[config.mk]
export PLATFORM = sky130hd
export DESIGN_NAME = sma_multichannel
export DESIGN_NICKNAME = d
export VERILOG_FILES = /design/src/rtl/sma_multichannel.sv
export SDC_FILE = /design/constraint.sdc
export NUM_CORES = 2
export LEC_CHECK = 0
export ABC_CLOCK_PERIOD_IN_PS = 53700
export BUFFER_PORTS_ARGS = -buffer_cell sky130_fd_sc_hd__buf_2
export CAP_MARGIN = 20
export CORE_ASPECT_RATIO = 2
export CORE_MARGIN = 8
export CORE_UTILIZATION = 31
export DETAILED_ROUTE_END_ITERATION = 10
export PLACE_DENSITY = 0.42
export SETUP_SLACK_MARGIN = 0.05
export SYNTH_ARGS = -nofsm -noshare
export SYNTH_HDL_FRONTEND = slang
export SYNTH_SLANG_ARGS = --single-unit
export TNS_END_PERCENT = 100
[constraint.sdc]
create_clock -name clk -period 53.7 [get_ports clk]
set_input_delay 8.055 -clock clk [delete_from_list [all_inputs] [get_ports clk]]
set_output_delay 8.055 -clock clk [all_outputs]
set_load 0.02 [all_outputs]
[src/rtl/sma_multichannel.sv]
// Multi-channel simple moving average: per-channel circular window, running sum and fill count.
// Emits one rounded average (round half up) per accepted sample, one cycle after the sample.
module sma_multichannel #(
    parameter int unsigned DATA_W = 16,
    parameter int unsigned N      = 8,
    parameter int unsigned CH     = 4,
    parameter int unsigned CH_W   = (CH > 1) ? $clog2(CH) : 1
) (
    input  logic              clk,
    input  logic              rst,
    input  logic              in_valid,
    input  logic [CH_W-1:0]   in_ch,
    input  logic [DATA_W-1:0] in_data,
    input  logic              clr,
    input  logic [CH_W-1:0]   clr_ch,
    output logic              out_valid,
    output logic [CH_W-1:0]   out_ch,
    output logic [DATA_W-1:0] out_data,
    output logic              out_full
);

    localparam int unsigned LOG2N = $clog2(N);
    localparam int unsigned SUM_W = DATA_W + LOG2N;
    localparam int unsigned CNT_W = LOG2N + 1;

    logic [DATA_W-1:0] window [CH][N];
    logic [SUM_W-1:0]  sum    [CH];
    logic [LOG2N-1:0]  idx    [CH];
    logic [CNT_W-1:0]  cnt    [CH];

    logic              accept;
    logic              hit_clr;
    logic [SUM_W-1:0]  sel_sum;
    logic [DATA_W-1:0] sel_slot;
    logic [LOG2N-1:0]  sel_idx;
    logic [CNT_W-1:0]  sel_cnt;
    logic [SUM_W-1:0]  new_sum;
    logic [SUM_W-1:0]  rounded;
    logic [DATA_W-1:0] result;
    logic [LOG2N-1:0]  new_idx;
    logic [CNT_W-1:0]  new_cnt;

    always_comb begin
        accept   = in_valid && ({1'b0, in_ch} < (CH_W + 1)'(CH));
        hit_clr  = clr && (clr_ch == in_ch);
        sel_sum  = '0;
        sel_slot = '0;
        sel_idx  = '0;
        sel_cnt  = '0;
        for (int i = 0; i < CH; i++) begin
            if (in_ch == CH_W'(i)) begin
                sel_sum  = sum[i];
                sel_slot = window[i][idx[i]];
                sel_idx  = idx[i];
                sel_cnt  = cnt[i];
            end
        end
        // A same-cycle clear on this channel means the sample sees an empty window.
        if (hit_clr) begin
            sel_sum  = '0;
            sel_slot = '0;
            sel_idx  = '0;
            sel_cnt  = '0;
        end
        // Exact: the evicted slot is always a component of the running sum.
        new_sum = sel_sum - SUM_W'(sel_slot) + SUM_W'(in_data);
        rounded = new_sum + SUM_W'(N / 2);
        result  = DATA_W'(rounded >> LOG2N);
        new_idx = sel_idx + LOG2N'(1);
        new_cnt = (sel_cnt == CNT_W'(N)) ? sel_cnt : sel_cnt + CNT_W'(1);
    end

    always_ff @(posedge clk or posedge rst) begin
        if (rst) begin
            for (int c = 0; c < CH; c++) begin
                for (int j = 0; j < N; j++) window[c][j] <= '0;
                sum[c] <= '0;
                idx[c] <= '0;
                cnt[c] <= '0;
            end
        end else begin
            for (int c = 0; c < CH; c++) begin
                if (clr && clr_ch == CH_W'(c)) begin
                    for (int j = 0; j < N; j++) window[c][j] <= '0;
                    sum[c] <= '0;
                    idx[c] <= '0;
                    cnt[c] <= '0;
                end
                // Later assignment wins, so a colliding sample lands on the cleared window.
                if (accept && in_ch == CH_W'(c)) begin
                    window[c][sel_idx] <= in_data;
                    sum[c] <= new_sum;
                    idx[c] <= new_idx;
                    cnt[c] <= new_cnt;
                end
            end
        end
    end

    always_ff @(posedge clk or posedge rst) begin
        if (rst) begin
            out_valid <= 1'b0;
            out_ch    <= '0;
            out_data  <= '0;
            out_full  <= 1'b0;
        end else begin
            out_valid <= accept;
            if (accept) begin
                out_ch   <= in_ch;
                out_data <= result;
                out_full <= (new_cnt == CNT_W'(N));
            end
        end
    end

endmodule

# == Yosys cells after proc, flatten, opt, wreduce, memory -nomap -nowiden ==
# Cells that the tools add are included.
# word_totals
reg_bits,636
inputBits,24
out_inout_bits,20
elab_cells,160
# op_classes
addsub,5
n_lt_le_gt_ge,6
eq_ne,9
mux,71
bitwise,5
reduce_logical,16
# op_table
op,count
$mux 128,8
$bwmux 128,4
$mux 19,13
$mux 16,14
$bmux 16 s3,4
$mux 4,14
$demux 16 s3,1
$mux 3,13
$ge 4x4->1 const B,5
$not 3->4,5
$add 19x16->19,1
$add 19x3->19 const B,1
$sub 19x16->19,1
$logic_and 1x1->1,10
$eq 2x2->1 const B,4
$eq 4x4->1 const B,2
$reduce_bool 2->1,4
$add 4x1->4 const B,1
$eq 2x1->1 const B,2
$logic_not 2->1,2
$lt 4x1->1 const B,1
$add 3x1->3 const B,1
$eq 2x2->1,1

# == Longest topological paths before layout ==
# depth
word_depth,13
depth_mapped,20

# == Worst setup path before layout ==
# Ideal clock, no wire load.
# synth_path
path_kind,input to register
start,input in_ch[0]
end,register out_data[14]
setup_time_ps,82
t_arrival_ps,13405
path_slack_ps,40213
path_stages,18
n_path_buf,4
cell_sequence,clkbuf_1 > buf_2 > clkbuf_1 > buf_1 > mux4_2 > nand2_1 > ha_1 > inv_1 > ha_1 > fa_1 > a21o_4 > a221o_2 > a221oi_1 > nor2_2 > xnor2_4 > or3_2 > or4_1 > a31oi_1
# synth_via
elab_chain_len,9
elab_cells_between_ends,19
cone_classes,add/sub: 3; eq/ne: 4; mux: 10; reduce/logical: 2
# synth_lines
element,line,text
start: declaration,12,"input logic [CH_W-1:0] in_ch,"
$logic_not 2->1,51,if (in_ch == CH_W'(i)) begin
$mux 19 / $mux 16 (equally long branches) (4 in a row),51,
$mux 19 / $mux 16 (equally long branches),59,if (hit_clr) begin
$sub 19x16->19 (*),66,new_sum = sel_sum - SUM_W'(sel_slot) + SUM_W'(in_data);
$add 19x16->19 (*),66,
$add 19x3->19 (*),67,rounded = new_sum + SUM_W'(N / 2);
end signal: assignment,110,out_data <= result;
end: declaration,18,"output logic [DATA_W-1:0] out_data,"
# Every way passes the cells marked *; elsewhere a longest branch is shown, timed or not.
# A chain may end at the register's enable or synchronous reset.

# == Worst setup path in the final report ==
# Same ends and word-level chain as after synthesis.

==> metrics.md <==
| Metric | Value |
|---|---|
| Outcome | completed |
| RSZ-0062 raised after global routing | no |
| Starting Density | 0.3127 |
| Crit-path max FO | between 50 and 60 |
| Period Utilization, post-route | 0.2519 |
| Number of enable flip-flop cells after synthesis | 0 |
| FFs w/ async S/R, synth | 1.000 |
| PnR Total Power | between 1500 and 2000 uW |
| Yosys reg bits | 636 |
| Register area share after synthesis | 0.5103 |
| Final GP Congestion | 0.9191 |
| Critical path class | primary input to flip-flop |
| Clk sinks | 636 |
| Tightest Pin Transition | 1.267 ns |
| DRT Wirelength | 110.5 mm |
| YS warnings | 0 |
| Multi-input gate area | around 14000 um^2 |
| Synth top area share | 0.5103 |
| Max-cap violations | 0 |
| Critical Path RT | 54.26 ns |
| Worst Hold Path Cells | 2 |
| Area growth, synth to finish | 11.16% |
| Largest net degree at the start of global routing | 189 |
| Final non-filler cell area | ~35000 um^2 |
| Clock root buffer | clkbuf_16 |
| Register Area | ~16000 um^2 |
| Placed instance area | 32680 um^2 |
| Path category of the worst min-delay check | flip-flop to flip-flop |
| Place WS | 39.42 ns |
| Fill count | between 10000 and 15000 |
| Leakage power | 0.01448 uW |
| Critical path, cell by cell | buf_4, buf_4, nand3_1, o22ai_1, a2111oi_0, ha_1, inv_1, ha_1, fa_1, a21o_4, a221o_2, a221oi_1, nor2_2, xnor2_4, or3_2, or4_1, a31oi_1 |
| Mapped Cells | 3199 |
| Pwr/cell area | ~44 nW/um^2 |
| Nets | approximately 3200 |
| Worst Hold Path EP | sum[21]$_DFFE_PP0P_ |
| Core footprint | 99730 um^2 |
| Area contributors post-synth | dfrtp_1, nand2_1, mux4_2, o21ai_0, clkbuf_1 |
| Ratio of cells with drive above 1 in the final layout | 0.1409 |
| TritonCTS Buffers | 59 |
| Row cnt | roughly 160 |
| Vias post-DR | 23533 |
| Hpwl dp | 73.09 mm |
| Slew HR | 0.1552 |
| Ports | 44 |
| Crit-path max cell delay | approximately 0.65 ns |
| Worst-skew pair later-pin latency | 0.65 ns |
| Die width | 240.3 um |
| Die Area | approximately 110000 um^2 |
| DRC viols | 0 |
| Post-Syn Nets | between 3000 and 4000 |
| Biggest area consumer among synthesized cells | dfrtp_1 |
| H-Tree Level Count | 2 |
| First-pass GRT wire length | 165.5 mm |
| CP endpoint kind | flip-flop |
| Critical Path AT | 14.08 ns |
| Fin crit period | about 14 ns |
| Initial antenna violation count | 1 |
| Startpoint Class | primary input |
| Post-DR wirelength/cell | 24.70 um |
| Top_reg_cell synth | dfrtp_1 |
| Grt ovf | 0 |
| Most frequent cell after synthesis | nand2_1 |
| Die H | 464.6 um |
| Cell count of the worst reg-to-reg path | 17 |
| GRT Overall Usage | 0.1987 |
| Post-synth top cells | nand2_1, dfrtp_1, o21ai_0 |
| Post-route setup TNS | 0 ns |
| CTS tree | yes |
| Slowest CP cell | nand3_1 |
| Iter 0 DRT Violations | 1840 |
| Slew Viols, Final | 0 |
| Maximum clock insertion buffer count | 3 |
| Worst setup slack after layout | 40.17 ns |
| Reg-to-reg endpoint | out_data[14]$_DFFE_PP0P_ |
| Worst Hold Slack | 0.4768 ns |
| Mapped Area | 31190 um^2 |
| F_max | 73.93 MHz |
| Postcts setup bufs | 0 |
| Critical R2R Launch | idx[6]$_DFFE_PP0P_ |
| Synth unique cells | between 70 and 80 |
| Post-DRT Antenna Nets | 0 |
| Clock-pin slew on the worst setup and hold paths | approximately 0.07 ns |
| Hold Vio Cnt, Final | 0 |
| Worst Skew | 0.02257 ns |
| Via-to-Cell Ratio | 5.261 |
| Setup violators final | 0 |
| Cts-stage hold buffer count | 0 |
| Reg-to-reg slack, setup | about 47 ns |
| Vias in the first global route | 24075 |
| Hold Startpoint | sum[21]$_DFFE_PP0P_ |
| Post_cts resized | 0 |
| Syn Area/Cell | 9.749 um^2 |
| DR pass1 iterations | 5 |
| Number of I/O port buffers | 43 |
| Peak VDD IR | 0.02595 mV |
-- per-layer routing --
layer  global-route usage  part of all wire  routed length [um]  vias up
met1               0.2348              0.38               42300    11983
met3              0.02116             0.040                4443      173
met4               0.1160             0.066                7294        0
met5                    0                 0                   0        -
li1                     -                 -                   -    10728
met2               0.3450              0.51               56460      649
-- logic make-up after synthesis --
logic type               Yosys count  share of synthesized area
XOR/XNOR                          31                    0.01003
AND/OR/NAND/NOR                 1197                     0.1555
AO/OA/AOI/OAI                    751                     0.1376
adder cells (fa/ha/maj)           39                    0.01950
flip-flops                       636                     0.5103
buffers and inverters            351                    0.04345
multiplexers                     194                     0.1236
-- metrics by stage --
stage / cells / utilization
CTS: 4468 / 0.3470
finish: 4473 / 0.3476
global route: 4472 / 0.3476
global placement: 4357 / 0.3276
floorplan: 3199 / -
detailed placement: 4359 / 0.3277
-- registers in the layout (all words and copies together), names as in the netlist --
name and cells:
window 512, sum 76, out_ch 2, idx 12, out_valid 1, out_full 1
out_data 16, cnt 16
-- worst max-delay path by stage --
stage | startpoint | end
final | in_ch[0] | out_data[14]$_DFFE_PP0P_
after global routing | in_ch[0] | out_data[15]$_DFFE_PP0P_
after CTS | in_ch[0] | out_data[15]$_DFFE_PP0P_
after detailed placement | in_ch[0] | out_data[15]$_DFFE_PP0P_
after global placement | in_ch[0] | out_data[14]$_DFFE_PP0P_
after floorplan | rst | cnt[0]$_DFFE_PP0P_
-- critical path, delay by kind of cell --
family	cells	cell delay (ns)
AO/OA/AOI/OAI	6	1.86
XOR/XNOR	1	0.20
buffers and inverters	3	1.00
adder cells (fa/ha/maj)	3	1.07
AND/OR/NAND/NOR	4	1.83
-- placed cells by master (no fill, tap or decap), types with 17 or more instances in the layout --
master	count
a211oi_1	18
a21oi_1	35
a22o_1	60
buf_2	42
buf_4	80
clkbuf_1	17
clkbuf_16	59
dfrtp_1	632
ha_1	23
inv_1	54
mux2i_1	33
mux4_2	152
nand2_1	966
nand3_1	91
nor2_1	36
nor2_2	24
nor2b_1	19
o21ai_0	557
o22ai_1	17
xnor2_1	18
-- power by group --
group	internal [uW]	switching, uW	leakage [uW]
logic	186	312	0.00488
registers	544	36.1	0.00865
clock network	238	195	0.000949
-- area by class of cell --
type,instances,share of cell area
flip-flops and latches,636,0.4592
multi-input cells,2212,0.4045
clock buffers,91,0.05038
well taps,1328,0.04793
repair buffers,128,0.02624
inverters,58,0.006496
clock inverters,18,0.005125
diodes,2,0.0001444
Power figures use the tool's default switching activity.
